--- src/rtl/pc_redirect_ctrl.sv ---
// Front-end sequencing controller: turns EX branch resolution and load-use hazards into
// PC-select, IF/ID and ID/EX enables/flushes, tracks HALT/RUN and counts redirects and stalls.
module pc_redirect_ctrl #(
  parameter int PC_W  = 9,
  parameter int CNT_W = 16
) (
  input  logic             clk,
  input  logic             reset,
  input  logic             ex_valid,
  input  logic             pc_sel,
  input  logic             j_sel,
  input  logic             jalr,
  input  logic             halt,
  input  logic [31:0]      br_pc,
  input  logic [31:0]      alu_result,
  input  logic             ld_use,
  input  logic             resume,
  output logic [1:0]       pc_src,
  output logic [PC_W-1:0]  redirect_pc,
  output logic             ifid_we,
  output logic             ifid_flush,
  output logic             idex_flush,
  output logic             halted,
  output logic [CNT_W-1:0] redirect_cnt,
  output logic [CNT_W-1:0] stall_cnt
);

  typedef enum logic {
    RUN    = 1'b0,
    HALTED = 1'b1
  } state_e;

  localparam logic [1:0]       PC_NEXT  = 2'd0;
  localparam logic [1:0]       PC_REDIR = 2'd1;
  localparam logic [1:0]       PC_HOLD  = 2'd2;
  localparam logic [CNT_W-1:0] CNT_ONE  = {{(CNT_W-1){1'b0}}, 1'b1};
  localparam logic [CNT_W-1:0] CNT_MAX  = {CNT_W{1'b1}};

  state_e           state_q, state_d;
  logic [CNT_W-1:0] redirCnt_q, redirCnt_d;
  logic [CNT_W-1:0] stallCnt_q, stallCnt_d;

  logic isRun, evHalt, evRedir, evStall;

  // j_sel and the high/low PC bits outside the redirect window are deliberately not used.
  logic unusedInputs;
  assign unusedInputs = ^{j_sel, br_pc[31:PC_W], alu_result[31:PC_W], alu_result[0]};

  assign isRun   = (state_q == RUN);
  assign evHalt  = isRun & ex_valid & halt;
  assign evRedir = isRun & ex_valid & ((pc_sel & ~halt) | jalr);
  assign evStall = isRun & ld_use;

  always_comb begin
    state_d     = state_q;
    redirCnt_d  = redirCnt_q;
    stallCnt_d  = stallCnt_q;
    pc_src      = PC_NEXT;
    redirect_pc = '0;
    ifid_we     = 1'b1;
    ifid_flush  = 1'b0;
    idex_flush  = 1'b0;

    if (!reset) begin
      ifid_flush = 1'b1;
      idex_flush = 1'b1;
    end else if (!isRun) begin
      pc_src     = PC_HOLD;
      ifid_we    = 1'b0;
      idex_flush = 1'b1;
      if (resume) begin
        state_d = RUN;
      end
    end else if (evHalt) begin
      pc_src     = PC_HOLD;
      ifid_we    = 1'b0;
      ifid_flush = 1'b1;
      idex_flush = 1'b1;
      state_d    = HALTED;
    end else if (evRedir) begin
      // Any coincident load-use stall belongs to a wrong-path instruction and is dropped.
      pc_src      = PC_REDIR;
      redirect_pc = jalr ? {alu_result[PC_W-1:1], 1'b0} : br_pc[PC_W-1:0];
      ifid_flush  = 1'b1;
      idex_flush  = 1'b1;
      if (redirCnt_q != CNT_MAX) begin
        redirCnt_d = redirCnt_q + CNT_ONE;
      end
    end else if (evStall) begin
      pc_src     = PC_HOLD;
      ifid_we    = 1'b0;
      idex_flush = 1'b1;
      if (stallCnt_q != CNT_MAX) begin
        stallCnt_d = stallCnt_q + CNT_ONE;
      end
    end
  end

  always_ff @(posedge clk) begin
    if (!reset) begin
      state_q    <= RUN;
      redirCnt_q <= '0;
      stallCnt_q <= '0;
    end else begin
      state_q    <= state_d;
      redirCnt_q <= redirCnt_d;
      stallCnt_q <= stallCnt_d;
    end
  end

  assign halted       = (state_q == HALTED);
  assign redirect_cnt = redirCnt_q;
  assign stall_cnt    = stallCnt_q;

endmodule

--- config.mk ---
export PLATFORM = sky130hd
export DESIGN_NAME = pc_redirect_ctrl
export DESIGN_NICKNAME = d
export VERILOG_FILES = /design/src/rtl/pc_redirect_ctrl.sv
export SDC_FILE = /design/constraint.sdc
export NUM_CORES = 1
export LEC_CHECK = 0
export ABC_AREA = 1
export CAP_MARGIN = 20
export CORE_MARGIN = 3
export CORE_UTILIZATION = 42
export DETAILED_ROUTE_END_ITERATION = 10
export PLACE_DENSITY = 0.87
export SYNTH_ARGS = -nofsm -noshare
export SYNTH_HDL_FRONTEND = slang
export SYNTH_SLANG_ARGS = --single-unit
--- constraint.sdc ---
create_clock -name clk -period 3.35 [get_ports clk]
set_input_delay 0.335 -clock clk [delete_from_list [all_inputs] [get_ports clk]]
set_output_delay 0.335 -clock clk [all_outputs]
set_load 0.05 [all_outputs]
# Yosys cells after proc, flatten, opt, wreduce, memory -nomap -nowiden
# Index checks and enable logic that the tools add are counted.
dict set report totals {
  out_inout_bits 47
  regBits 33
  wordCells 46
  inputBits 73
}
dict set report classes {
  bitwise 10
  mux 27
  n_eq_ne 2
  n_reduce_logical 2
  addsub 2
}
# op n
set op_table {}
lappend op_table {{$mux W9} 5}
lappend op_table {{$add A16 B1 Y16 const B} 2}
lappend op_table {{$ne A16 B16 Y1 const B} 2}
lappend op_table {{$mux W1} 17}
lappend op_table {{$mux W2} 5}
lappend op_table {{$and A1 B1 Y1} 5}
lappend op_table {{$reduce_and A5 Y1} 1}
lappend op_table {{$not A1 Y1} 4}
lappend op_table {{$reduce_and A4 Y1} 1}
lappend op_table {{$or A1 B1 Y1} 1}

# Longest topological paths before layout
# Gate-level depths: netlist of run 1.
dict set report depth {
  word_depth 8
  mapped_depth 11
  mapped_depth_nobuf 10
}

# Least setup slack after synthesis of run 1
# No wires, ideal clock.
dict set report synth_timing {
  path_type {register -> output}
  from {register state_q, in the netlist halted}
  to {output port ifid_we}
  arrival_time_ns 2.261
  path_slack_ns 0.754
  path_stages_with_launch 8
  path_buffers 0
  path_cell_list {dfxtp_1 inv_1 nand2_1 inv_1 nand2_2 nand2_1 a21oi_1 inv_1}
}
dict set report synth_between {
  elab_chain_cells 7
  word_cells_on_any_way 10
  cone_classes {mux (5); bitwise (5)}
}
# element line
set synth_rtl {}
lappend synth_rtl {{start, declared} 39} ;# state_e state_q, state_d;
lappend synth_rtl {{start signal, assigned} 105} ;# state_q <= state_d;
lappend synth_rtl {{$not A1 Y1 (no line)} n/a}
lappend synth_rtl {{$and A1 B1 Y1 (on tied branches)} {52, 50, 51}}
lappend synth_rtl {{$mux W1 / $and A1 B1 Y1 (equally long branches)} {89, 51}}
lappend synth_rtl {{$mux W1} 80} ;# end else if (evRedir) begin
lappend synth_rtl {{$mux W1} 74} ;# end else if (evHalt) begin
lappend synth_rtl {{$mux W1 (*)} 67} ;# end else if (!isRun) begin
lappend synth_rtl {{$mux W1 (*)} 64} ;# if (!reset) begin
lappend synth_rtl {{end, declared} 20} ;# output logic ifid_we,
# Every way passes the cells marked *; elsewhere a longest branch is shown, timed or not.

# Worst setup path in the final report of run 1
dict set report layout_timing {
  from {input port jalr}
  to {output port redirect_pc[4]}
}
dict set report layout_between {
  elab_chain_cells 6
  word_cells_on_any_way 7
  cone_classes {mux (5); bitwise (2)}
}
# element line
set layout_rtl {}
lappend layout_rtl {{start, declared} 12} ;# input logic jalr,
lappend layout_rtl {{$or A1 B1 Y1} 51} ;# assign evRedir = isRun & ex_valid & ((pc_sel & ~halt) | jalr);
lappend layout_rtl {{$and A1 B1 Y1} 51}
lappend layout_rtl {{$mux W9 (*)} 80}
lappend layout_rtl {{$mux W9 (*)} 74}
lappend layout_rtl {{$mux W9 (*)} 67}
lappend layout_rtl {{$mux W9 (*)} 64}
lappend layout_rtl {{end, declared} 19} ;# output logic [PC_W-1:0] redirect_pc,
# Marked as above.

==> results.md, run 1 <==
## Yosys
• **share of async-settable or async-resettable flops after synthesis** 0%
• **Post-Syn Nets** 416
• **Synth Flop Type** dfxtp_1
• **Yosys Warn Count** 0
• **netlist area before placement** 2120 um^2
• **main combinational cell family by area after synthesis** simple AND/OR/NAND/NOR gates
• **fraction of the mapped netlist area in simple logic gates** 42.9%
• **share of cell area taken by muxes after synthesis** 0%
• **Post-Syn Area per Cell** 6.23 um^2
• **share of the yosys chip area belonging to registers** 31.1%
• **number of enable flip-flop cells after synthesis** 0
• **xor/xnor cell area share of the yosys netlist** 5.36%
• **share of the synthesized area in compound gates (AO/OA/AOI/OAI)** 10.4%
• **number of standard cells after synthesis** 341
• **flops & latches, synth** 33
• **Cell variety after synth** 28
• **area share of fa/ha/maj cells after synthesis** 1.18%

## CTS
• **count of instances resized after the clock tree is built** 0
• **clock-pin slew on the worst setup and hold paths** 0.07 ns
• **TritonCTS Buffers** 5
• **CTS hold repair buffers** 0
• **clock latency on the worst-skew pair** 0.28 ns
• **Sink Count** 33
• **clk buf depth** 2
• **CTS H-tree lvls** 2
• **buffer cell driving the clock tree root** clkbuf_8
• **Post-CTS Setup Bufs** 0
• **CTS tree** built

## Pwr
• **fraction of power spent switching nets** 32.5%
• **maximum vdd drop** 252 uV
• **combinational share of power** 23.6%
• **total internal power** 0.633 mW
• **total power per unit cell area** 320 nW/um^2
• **Seq pwr share** 45.4%
• **clock network fraction of design power** 31.0%
• **NetSw** 0.306 mW
• **leakage power** 1.09 nW

## GRT
• **wire length of the first global-routing pass** 9.49 mm
• **via count of the first global-routing pass** 2209
• **largest net degree at the start of global routing** 24
• **Tot GR Track Use** 18.8%
• **initial antenna violation count** 0
• **global route overflow** 0

## Route
• **total wire length** 5.34 mm
• **number of DRC markers after the initial detailed-route iteration** 150
• **Avg Vias per Cell** 4.96
• **number of design rule violations left after detail routing** 0
• **detailed-routing iteration count for the pre-antenna-repair pass** 4
• **total vias in the final route** 2380
• **detailed-route wire length per cell** 11.1 um
• **antenna-violating nets left** 0

## Floorplan
• **die width** 77.1 um
• **full die area** 5940 um^2
• **die height** 77.1 um
• **starting density of the core** 44.1%
• **# rows** 25
• **top-level port count** 120
• **Placeable Area** 4820 um^2

## Timing
• **Fmax achieved** 341 MHz
• **Final period util** 87.6%
• **Worst Skew** 0.00212 ns
• **Setup Viol. Count Final** 0
• **crit path setup slack, layout** 0.416 ns
• **Min Hold Slack** 0.522 ns
• **Final Hold Viols** 0
• **minimum period implied by the final worst setup slack** 2.93 ns
• **worst-margin pin slew** 0.586 ns
• **setup_tns** 0 ns
• **RSZ-0062 raised after global routing** no
• **max-slew violation count** 0
• **Slew Limit Headroom** 60.9%

## Worst setup path
• **critical path peak fanout** 10
• **worst path required time** 3.01 ns
• **critical path type** input port to output pin
• **endpoint kind of the worst setup timing path** output pin
• **arrival time of data at the critical path endpoint** 2.60 ns
• **kind of launch point of the worst setup path** input port

## Placement
• **final HPWL from detailed placement** 4.07 mm
• **DP Worst Slack** 0.399 ns
• **DP Cell Count** 472
• **Routability Congestion** 0.850
• **Buffers on Ports** 71
• **cell area after placement** 2850 um^2

## Run status
• **result of the run** finished, final reports clean

## Hold path
• **type of the tightest min-delay check** flip-flop to flip-flop

## Final layout
• **final cell count without fillers** 480
• **post-synthesis to final-layout area growth** 38.2%
• **most frequent cells in the layout** 108 x nand2_1, 70 x clkdlybuf4s50_1, 59 x nor2_1
• **number of nets in the final layout** 487
• **fraction of final layout cells with drive strength greater than 1** 6.78%
• **number of diodes added for antenna fixing** 0
• **final-layout fill cell count** 462
• **commonest non-fill, non-tap cell in the layout** nand2_1
• **post-route cell area** 2930 um^2

## Job
• **number of max-capacitance violations reported** 0

-- cells by family (layout without fill, tap and decap cells) --
| group | Yosys count | after routing |
|---|---|---|
| buf+inv | 38 | 110 |
| flops | 33 | 33 |
| fa+ha+maj | 2 | 2 |
| compound gates | 42 | 42 |
| xor+xnor | 13 | 13 |
| simple gates | 213 | 213 |
-- final cells by class --
class / instances / area (um^2) / share of cell area, %
repair buffers: 73 / 723 / 24.6
well taps: 67 / 83.8 / 2.86
clock buffers: 6 / 72.6 / 2.47
inverters: 29 / 114 / 3.88
clock inverters: 2 / 10.0 / 0.341
flip-flops and latches: 33 / 661 / 22.5
multi-input cells: 270 / 1270 / 43.3
-- critical path: stages --
cell and delay [ns]:
clkdlybuf4s50_1 0.71, inv_6 0.09, nand2_2 0.10, nand3_2 0.08, inv_1 0.06, nand2_1 0.19
a21oi_1 0.20, clkdlybuf4s50_1 0.83
-- through the flow --
step / utilization, % / total power [mW]
3_3_place_gp: 59.2 / 0.653
2_1_floorplan: - / 0.579
3_5_place_dp: 59.2 / 0.658
4_1_cts: 60.9 / 0.950
6_report: 60.9 / 0.939
5_1_grt: 60.9 / 0.991
-- final timing paths --
path                     endpoint  slack, ns       startpoint  cells past startpoint
setup / recovery   redirect_pc[4]       0.42             jalr                      8
hold / removal    redirect_cnt[8]       0.52  redirect_cnt[8]                      2
setup reg to reg     stall_cnt[0]       1.49     stall_cnt[0]                      9
hold reg to reg   redirect_cnt[8]       0.52  redirect_cnt[8]                      2
-- sequential cells by signal, summed over array words and instances, names as in the netlist --
name and flops:
halted 1, redirect_cnt 16, stall_cnt 16
-- cells in the mapped netlist, types with 2 or more instances --
cell | number | area [um^2]
xor2_1 | 9 | 78.8
a21oi_2 | 2 | 17.5
nor2_1 | 59 | 221
buf_1 | 2 | 7.51
nand3_1 | 21 | 105
nand4_1 | 8 | 50.1
xnor2_1 | 4 | 35.0
nand3_2 | 2 | 20.0
inv_1 | 27 | 101
nor2_4 | 3 | 33.8
ha_1 | 2 | 25.0
buf_6 | 4 | 45.0
a21oi_1 | 26 | 130
dfxtp_1 | 33 | 661
o21ai_1 | 2 | 10.0
nor2_2 | 4 | 25.0
nand2_2 | 5 | 31.3
o21ai_0 | 11 | 55.1
nand2_1 | 108 | 405
-- metal layers --
metal	track usage [%]	part of all wire, %
met5	0	0
met1	23.4	46
met3	3.52	5.9
met2	32.2	46
met4	6.76	1.4
-- power groups by stage --
stage	Clock (mW)	Sequential, mW	Combinational (mW)
6_report	0.291	0.426	0.222
3_5_place_dp	0	0.435	0.223
5_1_grt	0.322	0.429	0.240
2_1_floorplan	0	0.480	0.0992
3_3_place_gp	0	0.434	0.219
4_1_cts	0.300	0.426	0.223
Note: power is estimated with default switching activity, not from simulation.
==> inputs of run 2 (changes only) <==
--- a/config.mk
+++ b/config.mk
@@ -10,7 +10,8 @@
 export CORE_MARGIN = 3
 export CORE_UTILIZATION = 42
 export DETAILED_ROUTE_END_ITERATION = 10
-export PLACE_DENSITY = 0.87
+export GPL_TIMING_DRIVEN = 0
+export PLACE_DENSITY = 0.84
 export SYNTH_ARGS = -nofsm -noshare
 export SYNTH_HDL_FRONTEND = slang
 export SYNTH_SLANG_ARGS = --single-unit
==> run 2 against run 1 <==
Compared with the run above: combinational power grew 5%; register-to-register slack gained 0.07 ns; die area is the same; clock-buffer cell count grew 1; total power grew 13%; sequential share of layout area shrank 0.67 points.
==> results.md, run 2 (synthesis gave the netlist of run 1 again) <==
## Final layout
• **commonest non-fill, non-tap cell in the layout** nand2_1, unchanged
• **multi-input gate area in the final layout** 1270 um^2, unchanged
• **most frequent cells in the layout** 108 x nand2_1, 70 x clkdlybuf4s50_1, 59 x nor2_1, unchanged
• **fraction of final layout cells with drive strength greater than 1** 7.40%, was 6.78%
• **final-layout fill cell count** 452, was 462
• **post-synthesis to final-layout area growth** 42.4%, was 38.2%
• **Register Area** 661 um^2, unchanged
• **number of nets in the final layout** 493, was 487
• **number of diodes added for antenna fixing** 0, unchanged

## Floorplan
• **die width** 77.1 um, unchanged
• **starting density of the core** 44.1%, unchanged
• **# rows** 25, unchanged
• **top-level port count** 120, unchanged
• **die height** 77.1 um, unchanged
• **full die area** 5940 um^2, unchanged
• **Placeable Area** 4820 um^2, unchanged

## Worst setup path
• **cell type of the slowest stage on the worst timing path** clkdlybuf4s50_1, unchanged
• **arrival time of data at the critical path endpoint** 2.43 ns, was 2.60 ns
• **Buf/Inv on CP** 4, unchanged
• **worst path required time** 3.01 ns, about the same
• **stage delay of the slowest cell on the critical path** 0.84 ns, was 0.83 ns
• **timing startpoint of the critical path** halt, was jalr
• **startpoint of the worst register-to-register path** redirect_cnt[1], was stall_cnt[0]
• **endpoint kind of the worst setup timing path** output pin, unchanged
• **family with the most delay on the worst path** buffers and inverters, unchanged
• **critical path peak fanout** 10, unchanged
• **chain of cells forming the critical path** clkdlybuf4s50_1 > inv_1 > nand2_1 > nand2_2 > nand3_2 > inv_1 > nand2_1 > a21oi_1 > clkdlybuf4s50_1, was clkdlybuf4s50_1 > inv_6 > nand2_2 > nand3_2 > inv_1 > nand2_1 > a21oi_1 > clkdlybuf4s50_1
• **critical path type** input port to output pin, unchanged
• **kind of launch point of the worst setup path** input port, unchanged

## Timing
• **Setup Viol. Count Final** 0, unchanged
• **worst-margin pin slew** 0.540 ns, was 0.586 ns
• **Worst Skew** 0.00429 ns, was 0.00212 ns
• **RSZ-0062 raised after global routing** no, unchanged
• **Final period util** 82.4%, was 87.6%
• **crit path setup slack, layout** 0.589 ns, was 0.416 ns
• **minimum period implied by the final worst setup slack** 2.76 ns, was 2.93 ns
• **Slew Limit Headroom** 64.0%, was 60.9%
• **Fmax achieved** 362 MHz, was 341 MHz
• **max-slew violation count** 0, unchanged
• **setup_tns** 0 ns, unchanged
• **Final Hold Viols** 0, unchanged

## Route
• **detailed-route wire length per cell** 12.3 um, was 11.1 um
• **detailed-routing iteration count for the pre-antenna-repair pass** 4, unchanged
• **number of design rule violations left after detail routing** 0, unchanged
• **antenna-violating nets left** 0, unchanged
• **number of DRC markers after the initial detailed-route iteration** 158, was 150
• **total wire length** 5.99 mm, was 5.34 mm
• **total vias in the final route** 2463, was 2380
• **Avg Vias per Cell** 5.07, was 4.96

## GRT
• **wire length of the first global-routing pass** 10.2 mm, was 9.49 mm
• **largest net degree at the start of global routing** 11, was 24
• **initial antenna violation count** 0, unchanged
• **via count of the first global-routing pass** 2316, was 2209
• **Tot GR Track Use** 20.5%, was 18.8%
• **global route overflow** 0, unchanged

## Pwr
• **leakage power** 1.13 nW, was 1.09 nW
• **maximum vdd drop** 236 uV, was 252 uV
• **total power per unit cell area** 349 nW/um^2, was 320 nW/um^2

## CTS
• **CTS H-tree lvls** 2, unchanged
• **clock latency on the worst-skew pair** 0.29 ns, was 0.28 ns
• **CTS hold repair buffers** 0, unchanged
• **Sink Count** 33, unchanged
• **TritonCTS Buffers** 5, unchanged
• **clk buf depth** 2, unchanged
• **clock-pin slew on the worst setup and hold paths** 0.07 ns, about the same
• **count of instances resized after the clock tree is built** 0, unchanged
• **Post-CTS Setup Bufs** 0, unchanged
• **buffer cell driving the clock tree root** clkbuf_8, unchanged
• **CTS tree** built, unchanged

## Hold path
• **type of the tightest min-delay check** flip-flop to flip-flop, unchanged
• **launch instance of the worst min-delay path** redirect_cnt[8], unchanged

## Placement
• **final HPWL from detailed placement** 4.39 mm, was 4.07 mm
• **Buffers on Ports** 70, was 71
• **DP Worst Slack** 0.573 ns, was 0.399 ns
• **Routability Congestion** 0.893, was 0.850

## Job
• **number of max-capacitance violations reported** 0, unchanged

## Run status
• **result of the run** finished, final reports clean, unchanged

==> run 2: cell types whose count changed in the layout (fill, tap and decap cells not counted), sizes merged <==
cell / before / now
buf: 3 / 8
clkbuf: 6 / 8
clkinv: 2 / 0
bufinv: 0 / 1
==> run 2: final timing paths <==
check | endpoint | slack, ns | cells past startpoint
min reg2reg | redirect_cnt[8] | 0.52 | 2
max reg2reg | redirect_cnt[14] | 1.56 | 10
max | redirect_pc[8] | 0.59 | 9
min | redirect_cnt[8] | 0.52 | 2
==> run 2: routing by layer <==
layer / wire [um] / up-vias / track usage, % / share of wire, %
li1: - / 1235 / - / -
met1: 2550 / 1128 / 24.3 / 43
met2: 2870 / 89 / 35.4 / 48
met3: 473 / 11 / 5.16 / 7.9
met4: 89 / 0 / 7.83 / 1.5
met5: 0 / - / 0 / 0
==> run 2: worst reg2reg max path, delay by kind of cell, from the launching register on <==
| kind | cells | cell delay [ns] |
|---|---|---|
| compound gates | 1 | 0.12 |
| fa+ha+maj | 1 | 0.28 |
| buf+inv | 3 | 0.39 |
| flops | 1 | 0.40 |
| simple gates | 5 | 0.48 |
==> run 2: where the power goes <==
group	internal (mW)	switching [mW]	leakage [nW]
clock	0.243	0.152	0.0585
sequential	0.407	0.0209	0.268
combinational	0.0894	0.145	0.806
total	0.739	0.318	1.13
==> run 2: layout make-up <==
cell class | count | area share [%]
buffer | 9 | 2.61
inverter | 29 | 3.76
tap | 67 | 2.77
clock buffer | 7 | 2.85
clock inverter | 1 | 0.993
multi-input combinational | 270 | 42.0
sequential | 33 | 21.8
timing repair buffer | 70 | 23.2
==> run 2: stage by stage <==
| stage | instance area (um^2) | utilization, % | hold WS, ns | power, mW | cells |
|---|---|---|---|---|---|
| 2_1_floorplan | 2120 | - | 0.439 | 0.579 | 341 |
| 3_3_place_gp | 2910 | 60.4 | 0.495 | 0.663 | 478 |
| 3_5_place_dp | 2910 | 60.4 | 0.505 | 0.668 | 478 |
| 4_1_cts | 3020 | 62.8 | 0.513 | 1.06 | 486 |
| 5_1_grt | 3020 | 62.8 | 0.554 | 1.10 | 486 |
| 6_report | 3020 | 62.8 | 0.519 | 1.06 | 486 |
